<file path="config.mk">
export PLATFORM = sky130hd
export DESIGN_NAME = m2_mem_resp
export DESIGN_NICKNAME = d
export VERILOG_FILES = /design/src/rtl/m2_mem_resp.sv
export SDC_FILE = /design/constraint.sdc
export NUM_CORES = 1
export LEC_CHECK = 0
export BUFFER_PORTS_ARGS = -buffer_cell sky130_fd_sc_hd__buf_2
export CAP_MARGIN = 10
export CORE_MARGIN = 2
export CORE_UTILIZATION = 45
export CTS_CLUSTER_SIZE = 28
export DETAILED_ROUTE_END_ITERATION = 12
export PLACE_DENSITY = 0.76
export SLEW_MARGIN = 15
export SYNTH_ARGS = -nofsm -noshare
export SYNTH_HDL_FRONTEND = slang
export SYNTH_SLANG_ARGS = --single-unit
</file>
<file path="constraint.sdc">
create_clock -name clk -period 2.5 [get_ports clk]
set_input_delay 0.75 -clock clk [delete_from_list [all_inputs] [get_ports clk]]
set_output_delay 0.75 -clock clk [all_outputs]
set_load 0.02 [all_outputs]
</file>
<file path="src/rtl/m2_mem_resp.sv">
// m2_mem_resp: M2 memory-response stage; completes ALU ops and load/store accesses.
// Latency: ALU op and misaligned fault 1 cycle; memory ops 1 cycle after dmem_rvalid.
// Backpressure: stall (state != IDLE) freezes M1/M2 while an access is outstanding.
//
// Ports:
//   clk, rst          rising-edge clock, synchronous active-high reset
//   is_a_inst, flush  M2 slot valid / kill
//   mem_op, result    op decode ([4] mem, [3] store, [2] unsigned, [1:0] size), ALU result/address
//   rd, wb_src, pc    instruction side-band, registered into wb_rd / wb_src_out / pc_out
//   dmem_rvalid/rdata/err  data-memory response
//   stall             combinational upstream freeze
//   wb_valid, wb_data writeback strobe and aligned load / pass-through data
//   fault, fault_cause  exception strobe; 01 misaligned, 10 bus error, 11 timeout
module m2_mem_resp (
  input  logic        clk,
  input  logic        rst,
  input  logic        is_a_inst,
  input  logic [4:0]  mem_op,
  input  logic [31:0] result,
  input  logic [4:0]  rd,
  input  logic [2:0]  wb_src,
  input  logic [31:0] pc,
  input  logic        flush,
  input  logic        dmem_rvalid,
  input  logic [31:0] dmem_rdata,
  input  logic        dmem_err,
  output logic        stall,
  output logic        wb_valid,
  output logic [4:0]  wb_rd,
  output logic [31:0] wb_data,
  output logic [2:0]  wb_src_out,
  output logic [31:0] pc_out,
  output logic        fault,
  output logic [1:0]  fault_cause
);

  typedef enum logic [1:0] {
    IDLE  = 2'd0,
    WAIT  = 2'd1,
    DRAIN = 2'd2
  } state_t;

  state_t      state;
  logic [7:0]  wait_cnt;

  // Captured instruction context for the outstanding access.
  logic [4:0]  cap_rd;
  logic [2:0]  cap_src;
  logic [31:0] cap_pc;
  logic [3:0]  cap_op;
  logic [1:0]  cap_addr;

  logic        accept;
  logic        misaligned;
  logic [7:0]  ld_byte;
  logic [15:0] ld_half;
  logic [31:0] ld_data;

  assign stall  = (state != IDLE);
  assign accept = (state == IDLE) && is_a_inst && !flush;

  always_comb begin
    misaligned = 1'b0;
    case (mem_op[1:0])
      2'b00:   misaligned = 1'b0;
      2'b01:   misaligned = result[0];
      2'b10:   misaligned = |result[1:0];
      default: misaligned = 1'b1;  // size 11 is illegal
    endcase
  end

  // Lane selection uses the captured low address bits, not the live result bus.
  always_comb begin
    ld_byte = 8'h00;
    case (cap_addr)
      2'd0:    ld_byte = dmem_rdata[7:0];
      2'd1:    ld_byte = dmem_rdata[15:8];
      2'd2:    ld_byte = dmem_rdata[23:16];
      default: ld_byte = dmem_rdata[31:24];
    endcase
    ld_half = cap_addr[1] ? dmem_rdata[31:16] : dmem_rdata[15:0];
    ld_data = dmem_rdata;
    case (cap_op[1:0])
      2'b00:   ld_data = cap_op[2] ? {24'h000000, ld_byte} : {{24{ld_byte[7]}}, ld_byte};
      2'b01:   ld_data = cap_op[2] ? {16'h0000, ld_half}   : {{16{ld_half[15]}}, ld_half};
      default: ld_data = dmem_rdata;
    endcase
  end

  always_ff @(posedge clk) begin
    if (rst) begin
      state       <= IDLE;
      wait_cnt    <= 8'd0;
      cap_rd      <= 5'd0;
      cap_src     <= 3'd0;
      cap_pc      <= 32'd0;
      cap_op      <= 4'd0;
      cap_addr    <= 2'd0;
      wb_valid    <= 1'b0;
      wb_rd       <= 5'd0;
      wb_data     <= 32'd0;
      wb_src_out  <= 3'd0;
      pc_out      <= 32'd0;
      fault       <= 1'b0;
      fault_cause <= 2'b00;
    end else begin
      // Strobes default low; data/side-band outputs hold.
      wb_valid <= 1'b0;
      fault    <= 1'b0;
      case (state)
        IDLE: begin
          if (accept) begin
            if (!mem_op[4]) begin
              wb_valid   <= (rd != 5'd0);
              wb_rd      <= rd;
              wb_data    <= result;
              wb_src_out <= wb_src;
              pc_out     <= pc;
            end else if (misaligned) begin
              fault       <= 1'b1;
              fault_cause <= 2'b01;
              wb_rd       <= rd;
              wb_src_out  <= wb_src;
              pc_out      <= pc;
            end else begin
              cap_rd   <= rd;
              cap_src  <= wb_src;
              cap_pc   <= pc;
              cap_op   <= mem_op[3:0];
              cap_addr <= result[1:0];
              wait_cnt <= 8'd0;
              state    <= WAIT;
            end
          end
        end

        WAIT: begin
          if (flush) begin
            // A response arriving with the flush is simply dropped; otherwise
            // the access is still in flight and must be drained.
            state <= dmem_rvalid ? IDLE : DRAIN;
          end else if (dmem_rvalid) begin
            state      <= IDLE;
            wb_rd      <= cap_rd;
            wb_src_out <= cap_src;
            pc_out     <= cap_pc;
            if (dmem_err) begin
              fault       <= 1'b1;
              fault_cause <= 2'b10;
            end else if (!cap_op[3]) begin
              wb_data  <= ld_data;
              wb_valid <= (cap_rd != 5'd0);
            end
          end else if (wait_cnt == 8'd254) begin
            // 255th empty wait cycle: counter saturates, access is abandoned.
            wait_cnt    <= 8'd255;
            fault       <= 1'b1;
            fault_cause <= 2'b11;
            wb_rd       <= cap_rd;
            wb_src_out  <= cap_src;
            pc_out      <= cap_pc;
            state       <= DRAIN;
          end else begin
            wait_cnt <= wait_cnt + 8'd1;
          end
        end

        DRAIN: begin
          // The late response still belongs to the abandoned access; swallow it.
          if (dmem_rvalid) state <= IDLE;
        end

        default: state <= IDLE;
      endcase
    end
  end

endmodule

</file>
# == Yosys cells after proc, flatten, opt, wreduce, memory -nomap -nowiden ==
# Index checks and enable logic that the tools add are counted.
# classes
n_addsub,1
n_mul,0
div,0
order_cmp,0
n_eq_ne,23
n_shift,0
muxes,73
bitwise_logic,1
reduce_logical,18
# ops
op,n
$mux 32,14
$pmux 32 s2,3
$mux 8,6
$mux 2,15
$mux 5,6
$pmux 8 s3,1
$ne 2x2->1 const B,11
$mux 3,6
$mux 16,1
$pmux 8 s2,1
$reduce_and 7->1,2
$mux 1,13
$pmux 5 s2,1
$reduce_and 5->1,2
$reduce_bool 5->1,2
$ne 3x3->1 const B,3
$add 8x1->8 const B,1
$eq 2x1->1 const B,4
$eq 8x8->1 const B,1
$logic_not 2->1,4
$eq 2x2->1 const B,3
$pmux 2 s3,1
$pmux 3 s2,1
$reduce_and 6->1,1
other kinds (10),13
# totals
regBits,132
latch_bits,0
ram_bits,0
rom_bits,0
inputBits,115
output_inout_bits,77
wordCells,130
memories,0

# == Logic depth before layout (Yosys ltp) ==
# Gate-level depths: netlist (run 1).
# logic_depth
depth_word,9
mapped_depth,9
mapped_depth_nobuf,7

# == Worst setup path after synthesis (run 1) ==
# OpenSTA, ideal clock, no wires.
# synth_timing
path_type,input port to flip-flop
start,input dmem_rvalid
end,register wb_data[15]
setup_ps,96
arrival_time_ps,1972
required_ps,2404
setup_slack_ps,433
stages,8
path_buffers,3
path_cell_list,buf_2 nor3b_2 a21oi_1 nand2b_4 buf_4 clkbuf_1 nand3b_1 o41ai_2
# synth_via
elab_chain_len,2
# synth_rtl
element,line_no,source
"start, declared",24,"input logic dmem_rvalid,"
$ne 2x2->1 (no source line),--,
$reduce_and 7->1 (no source line),--,
"end signal, assigned",116,wb_data <= result;
"end signal, assigned",151,wb_data <= ld_data;
"end, declared",30,"output logic [31:0] wb_data,"
# No other way between the ends.
# A chain may end at the register's enable or synchronous reset.

# == Worst setup path in the final report (run 1) ==
# layout_timing
start,register cap_op[1]
end,register wb_data[6]
# layout_via
elab_chain_len,7
word_cells_on_any_way,8
classes_between,eq/ne: 1; mux: 6; reduce/logical: 1
# layout_rtl
element,line_no,source
"start, declared",50,logic [3:0] cap_op;
"start signal, assigned",129,cap_op <= mem_op[3:0];
$eq 2x1->1 or $logic_not 2->1 (tied branches),83,case (cap_op[1:0])
$pmux 32 s2 (*),83,
$mux 32 (*),150,end else if (!cap_op[3]) begin
$mux 32 (*),147,if (dmem_err) begin
$mux 32 (*),142,end else if (dmem_rvalid) begin
$mux 32 (*),138,if (flush) begin
$pmux 32 s2 (*),110,case (state)
# Mark *: on every way between the ends. The rest lies on a longest branch, timed or not. The select of a mux whose other input is x is not followed.

==> results.sh, run 1 <==
export IMPL_status="finished, final reports clean"
export IMPL_leakage_nw=3.47
export IMPL_synthCells=814
export IMPL_final_util_pct=57.2
export IMPL_hold_slack_ns=0.453
export IMPL_first_global_vias=5952
export IMPL_synth_top_area_share_pct=39.7
export IMPL_pre_cts_ws_ns=0.206
export IMPL_cts_resized=0
export IMPL_crit_start="cap_op[1]"
export IMPL_path_class="reg2reg"
export IMPL_clock_latency_ns=0.41
export IMPL_drive_gt1_share_pct=30.3
export IMPL_crit_arrival_ns=2.40
export IMPL_slew_headroom_pct=51.8
export IMPL_cp_num_buf_inv=0
export IMPL_critPathMaxStageDelay_ns=0.69
export IMPL_coreArea_um2=14500
export IMPL_final_area_um2=8280
export IMPL_postCtsSetupBuffers=0
export IMPL_syn_avg_cell_area_um2=8.18
export IMPL_port_buffers=191
export IMPL_clkTransAtPathRegs_ns=0.06
export IMPL_cts_sinks=132
export IMPL_drt_iter0_markers=514
export IMPL_hold_violations=0
export IMPL_synth_ff_type="dfxtp_1"
export IMPL_grt_max_degree=59
export IMPL_crit_slowest_cell="a2111oi_0"
export IMPL_cts_buffers=17
export IMPL_grt_use_total_pct=23.1
export IMPL_cts_buffer_depth=2
export IMPL_synthArstFlopShare_pct=0
export IMPL_required_ns=2.83
export IMPL_worst_slew_pin_transition_ns=0.705
export IMPL_critical_path_top_delay_family="compound AO/OA/AOI/OAI gates"
export IMPL_dpl_instance_area_um2=7660
export IMPL_p_sw_mw=1.39
export IMPL_cts_hold_buf=0
export IMPL_antenna_found_initial=3
export IMPL_worst_path_max_fanout=23
export IMPL_finalMaxSlewViolations=0
export IMPL_reg2reg_from="cap_op[1]"
export IMPL_area_growth_pct=24.2
export IMPL_crit_path_end="wb_data[6]"
export IMPL_start_util_pct=46.0
export IMPL_num_io_pins=192
export IMPL_peakVddDrop_uv=722
export IMPL_viasPerCell=5.53
export IMPL_dp_cells=1136
export IMPL_finalSetupTns_ns=0
export IMPL_synth_area_um2=6660
export IMPL_die_y_um=126
export IMPL_gr_total_overflow=0
export IMPL_rsz0062_at_grt="false"
export IMPL_fin_crit_ns=2.07
export IMPL_synth_top_cell_by_area="dfxtp_1"
export IMPL_first_pass_iters=5
export IMPL_htreeDepth=4
export IMPL_synth_seq_area_share_pct=39.7
export IMPL_ff2ff_path_depth=5
export IMPL_cts_root_buf="clkbuf_16"
export IMPL_grt_pass1_wl_mm=30.0
export IMPL_cap_violations=0
export IMPL_netlist_cell_type_count=51
export IMPL_p_comb_share_pct=12.4
export IMPL_r2r_end="wb_data[6]"
export IMPL_synth_edf_count=0
export IMPL_gp_congestion=0.912
export IMPL_setup_ws_ns=0.427
export IMPL_max_freq_mhz=482
export IMPL_netlist_top_cells_area="dfxtp_1, nand2_1, a21oi_1"
export IMPL_p_sw_share_pct=25.4
export IMPL_setup_viol=0
export IMPL_cp_start_kind="flip-flop"
export IMPL_cellPowerDensity_nw_per_um2=662
export IMPL_min_path_type="reg2reg"
export IMPL_path_depth=5
export IMPL_crit_chain="nand2b_4 -> o22ai_1 -> a2111oi_0 -> a211oi_1 -> nor3_1"
export IMPL_synth_seq_cells=132
export IMPL_wl_mm=18.5
export IMPL_power_internal_mw=4.09
export IMPL_end_kind="flip-flop"
export IMPL_synth_nets=931
export IMPL_drcViolationCount=0
export IMPL_hpwl_mm=12.8
export IMPL_ant_nets=0
export IMPL_yosys_warnings=0
export IMPL_die_area_um2=15800
export IMPL_instances_no_fill=1171
export IMPL_rows=44
export IMPL_nNetsFinal=1088
export IMPL_wire_per_inst_um=15.8
export IMPL_total_power_mw=5.48
export IMPL_period_share_pct=82.9
export IMPL_num_vias=6481
export IMPL_p_clk_share_pct=46.6
export IMPL_r2r_slack_ns=0.43
export IMPL_p_seq_share_pct=40.9
export IMPL_clock_skew_ns=0.00829
export IMPL_die_x_um=126
export IMPL_cts_tree="done"
final cells by class:
type / instances / area (um2)
antenna: 3 / 7.51
clock buffer: 21 / 460
clock inverter: 11 / 151
fill: 1328 / 6200
inverter: 10 / 37.5
multi-input combinational: 595 / 3560
sequential: 132 / 2640
tap: 184 / 230
timing repair buffer: 215 / 1190
flip-flops by register name (all words and copies together), names as in the netlist, 4 cells and up:
| register | count |
|---|---|
| pc_out | 32 |
| wb_data | 32 |
| wb_rd | 5 |
| cap_pc | 32 |
| cap_rd | 5 |
| cap_op | 4 |
| wait_cnt | 8 |
synth_stat cells, types with 3 or more instances:
cell / count
a21oi_1: 84
mux2i_1: 3
o41ai_1: 6
nand2b_1: 13
clkbuf_1: 36
dfxtp_1: 132
nor2b_1: 18
inv_1: 10
buf_4: 4
nand3_1: 6
nor3_1: 16
o21ai_0: 15
o21a_1: 41
a31oi_1: 42
buf_2: 23
a21oi_2: 9
a211oi_1: 6
a2111oi_2: 7
a2111oi_0: 3
buf_6: 12
o22ai_1: 7
and2b_1: 3
o41ai_2: 18
nand2_1: 182
nor2_1: 49
nand3b_1: 25
a221oi_1: 12
or2_2: 3
per-layer routing:
layer	GRT usage (%)	vias up	part of all wire, %
li1	-	3193	-
met2	35.2	239	45
met5	0	-	0
met3	5.61	18	6.7
met4	6.54	0	1.3
met1	32.9	3031	46
how the worst min path moves through the flow:
stage	start	endpoint	slack [ns]	cells past startpoint
floorplan	cap_pc[0]	cap_pc[0]	0.44	2
global placement	cap_pc[21]	cap_pc[21]	0.44	2
detailed placement	cap_pc[8]	cap_pc[8]	0.45	2
CTS	cap_pc[5]	cap_pc[5]	0.45	2
global route	cap_pc[5]	cap_pc[5]	0.47	2
finish	cap_pc[7]	cap_pc[7]	0.45	2
worst min-delay path, delay by kind of cell, from the launching register on:
family,cells,cell delay (ns)
and+or+nand+nor,1,0.05
AOI/OAI and AO/OA,1,0.05
DFF,1,0.31
power by group through the flow:
stage	clock network [mW]	registers [mW]	logic (mW)
after global routing	2.70	2.25	0.742
after global placement	0	2.29	0.670
after floorplan	0	2.36	0.339
after detailed placement	0	2.29	0.677
after CTS	2.60	2.24	0.680
final	2.56	2.24	0.682
placed cells by master, fill, tap and decap left out, types with 3 or more instances in the layout:
cell	instances
nor3_1	16
nand2_1	182
diode_2	3
a2111oi_2	7
nand3_1	6
a221oi_1	12
nor2b_1	17
o41ai_2	18
dfxtp_1	131
mux2i_1	3
a21oi_1	84
o41ai_1	6
clkinvlp_4	4
a2111oi_0	3
buf_4	21
a31oi_1	42
buf_12	4
o21ai_0	15
nor2_1	49
buf_2	190
inv_1	10
and2b_1	3
or2_2	3
o21a_1	41
a21oi_2	9
bufinv_16	3
o22ai_1	7
a211oi_1	6
nand3b_1	25
nand2b_1	11
clkbuf_16	17
kinds of logic after synthesis:
kind of cell | Yosys count | share of synthesized area [%]
AOI/OAI and AO/OA | 262 | 29.3
adders and majority gates | 2 | 0.376
buffers and inverters | 87 | 7.16
DFF | 132 | 39.7
muxes | 3 | 0.451
and+or+nand+nor | 328 | 23.0
No activity file was read; power rests on OpenSTA's default activity.
==> run 2: changes to the inputs <==
Settings changed: ABC_AREA from default to 1, PLACE_DENSITY 0.76 to 0.78.
Clock period 2.5 ns to 1.81 ns, I/O delays scaled along.
==> results.sh, run 2 <==
export IMPL_status="finished, final reports clean"
export IMPL_synth_seq_cells=132
export IMPL_clock_skew_ns=0.0150
export IMPL_ant_nets=0
export IMPL_worst_path_max_fanout=8
export IMPL_whs_endpoint="cap_op[3]"
export IMPL_setup_viol=0
export IMPL_p_comb_share_pct=15.2
export IMPL_crit_slowest_cell="dfxtp_2"
export IMPL_cts_resized=0
export IMPL_cp_start_kind="flip-flop"
export IMPL_hold_slack_ns=0.418
export IMPL_viasPerCell=4.93
export IMPL_synth_area_um2=6870
export IMPL_dpl_instance_area_um2=8060
export IMPL_antenna_found_initial=2
export IMPL_critPathMaxStageDelay_ns=0.35
export IMPL_gp_congestion=0.897
export IMPL_drive_gt1_share_pct=24.7
export IMPL_htreeDepth=4
export IMPL_rows=45
export IMPL_start_util_pct=45.7
export IMPL_synth_ff_type="dfxtp_1"
export IMPL_min_path_type="in2reg"
export IMPL_clock_latency_ns=0.42
export IMPL_area_growth_pct=26.7
export IMPL_critical_path_top_delay_family="flip-flops"
export IMPL_layout_common_cells="nand2_1, buf_2, dfxtp_1"
export IMPL_reg2reg_from="wait_cnt[2]"
export IMPL_synth_top_area_share_pct=38.5
export IMPL_dp_cells=1398
export IMPL_drcViolationCount=0
export IMPL_r2r_end="wb_rd[0]"
export IMPL_grt_max_degree=80
export IMPL_rsz0062_at_grt="false"
export IMPL_netlist_top_cells_area="dfxtp_1, nand2_1, a21oi_1"
export IMPL_required_ns=1.27
export IMPL_synthTopCellsByCount="nand2_1, dfxtp_1, inv_1, nor2_1, a21oi_1"
export IMPL_cts_hold_buf=0
export IMPL_end_kind="output port"
export IMPL_synth_nets=1168
export IMPL_hold_violations=0
export IMPL_synth_top_cell_by_area="dfxtp_1"
export IMPL_peakVddDrop_uv=620
export IMPL_finalSetupTns_ns=0
export IMPL_p_seq_share_pct=39.8
export IMPL_worst_slew_pin_transition_ns=0.449
export IMPL_layout_commonest_cell="nand2_1"
export IMPL_p_clk_share_pct=45.0
export IMPL_die_area_um2=16300
export IMPL_p_sw_mw=2.10
export IMPL_port_buffers=191
export IMPL_crit_chain="nor2_4 -> inv_2 -> buf_4"
export IMPL_syn_avg_cell_area_um2=6.54
export IMPL_first_global_vias=6282
export IMPL_max_freq_mhz=569
export IMPL_synth_seq_area_share_pct=38.5
export IMPL_grt_pass1_wl_mm=29.4
export IMPL_cap_violations=0
export IMPL_die_x_um=128
export IMPL_synth_most_common_cell="nand2_1"
export IMPL_num_vias=7062
export IMPL_power_internal_mw=5.77
export IMPL_cellPowerDensity_nw_per_um2=904
export IMPL_grt_use_total_pct=22.4
export IMPL_r2r_slack_ns=0.13
export IMPL_yosys_warnings=0
export IMPL_nNetsFinal=1347
export IMPL_leakage_nw=4.37
export IMPL_hpwl_mm=12.8
export IMPL_cp_num_buf_inv=2
export IMPL_final_area_um2=8710
export IMPL_slew_headroom_pct=69.9
export IMPL_drt_iter0_markers=399
export IMPL_synthArstFlopShare_pct=0
export IMPL_clkTransAtPathRegs_ns=0.06
export IMPL_finalMaxSlewViolations=0
export IMPL_first_pass_iters=4
export IMPL_netlist_cell_type_count=31
export IMPL_fin_crit_ns=1.76
export IMPL_period_share_pct=97.1
export IMPL_cts_tree="done"
export IMPL_crit_arrival_ns=1.21
export IMPL_p_sw_share_pct=26.7
export IMPL_largest_registers="cap_pc x32, pc_out x32, wb_data x32"
export IMPL_seq_area_um2=2640
export IMPL_crit_start="state[1]"
export IMPL_postCtsSetupBuffers=0
export IMPL_worstHoldStart="mem_op[3]"
export IMPL_whs_path_depth=3
export IMPL_coreArea_um2=15000
export IMPL_fillers=1458
export IMPL_wire_per_inst_um=12.9
export IMPL_path_class="reg2out"
export IMPL_die_y_um=128
export IMPL_cts_root_buf="clkbuf_16"
export IMPL_wl_mm=18.5
export IMPL_ff2ff_path_depth=10
export IMPL_instances_no_fill=1432
export IMPL_cts_buffers=17
export IMPL_multi_input_area_um2=3370
export IMPL_cts_buffer_depth=2
export IMPL_synth_edf_count=0
export IMPL_synthCells=1051
export IMPL_gr_total_overflow=0
export IMPL_cts_sinks=132
export IMPL_num_io_pins=192
==> run 2: cell type report <==
class	instances	share of cell area (%)
sequential	132	30.4
antenna	2	0.0575
timing repair buffer	223	15.4
clock inverter	12	1.77
multi-input combinational	723	38.7
clock buffer	19	5.20
tap	188	2.70
inverter	133	5.73
==> run 2: worst register-to-register path, stage by stage, from the launching register on <==
cell and delay (ns):
dfxtp_1 0.40, nand2_1 0.15, nor2_4 0.15, nand3_4 0.13, nand2_1 0.12, nor2_2 0.07, nor2_8 0.16, buf_12 0.19
nand2_1 0.09, nand2_1 0.08, nor2_1 0.05
==> run 2: per-stage QoR <==
stage / utilization, % / total power [mW] / setup WS [ns]
2_1_floorplan: - / 3.95 / 0.239
3_3_place_gp: 53.6 / 4.36 / 0.0378
3_5_place_dp: 53.6 / 4.38 / 0.0162
4_1_cts: 57.7 / 7.94 / 0.0223
5_1_grt: 57.9 / 8.21 / 0.00221
6_report: 57.9 / 7.87 / 0.0531
==> run 2: power groups by stage <==
stage | sequential (mW) | clock (mW) | combinational [mW]
finish | 3.14 | 3.54 | 1.20
global route | 3.15 | 3.72 | 1.34
CTS | 3.14 | 3.61 | 1.19
detailed placement | 3.20 | 0 | 1.18
global placement | 3.19 | 0 | 1.16
floorplan | 3.34 | 0 | 0.612
==> run 2: how the worst max path moves through the flow <==
stage,endpoint,slack (ns),depth (start not counted)
5_1_grt,stall,0.002,3
2_1_floorplan,cap_rd[0],0.24,8
3_3_place_gp,wb_data[0],0.04,11
3_5_place_dp,wb_data[0],0.02,11
6_report,stall,0.05,3
4_1_cts,stall,0.02,3
==> run 2: routing by layer <==
layer  part of all wire [%]  global-route usage [%]  up-vias  wire (um)
met3                    8.2                    7.58       29       1510
met1                     43                    27.1     3114       7930
met5                  0.070                       0        -         13
li1                       -                       -     3676          -
met2                     47                    36.9      241       8640
met4                    2.1                    8.86        2        386
==> run 2: cells by family after synthesis <==
family / count (synthesis) / synth area share, %
and+or+nand+nor: 467 / 29.7
AOI/OAI and AO/OA: 254 / 19.0
buffers and inverters: 196 / 12.5
DFF: 132 / 38.5
adders and majority gates: 2 / 0.364
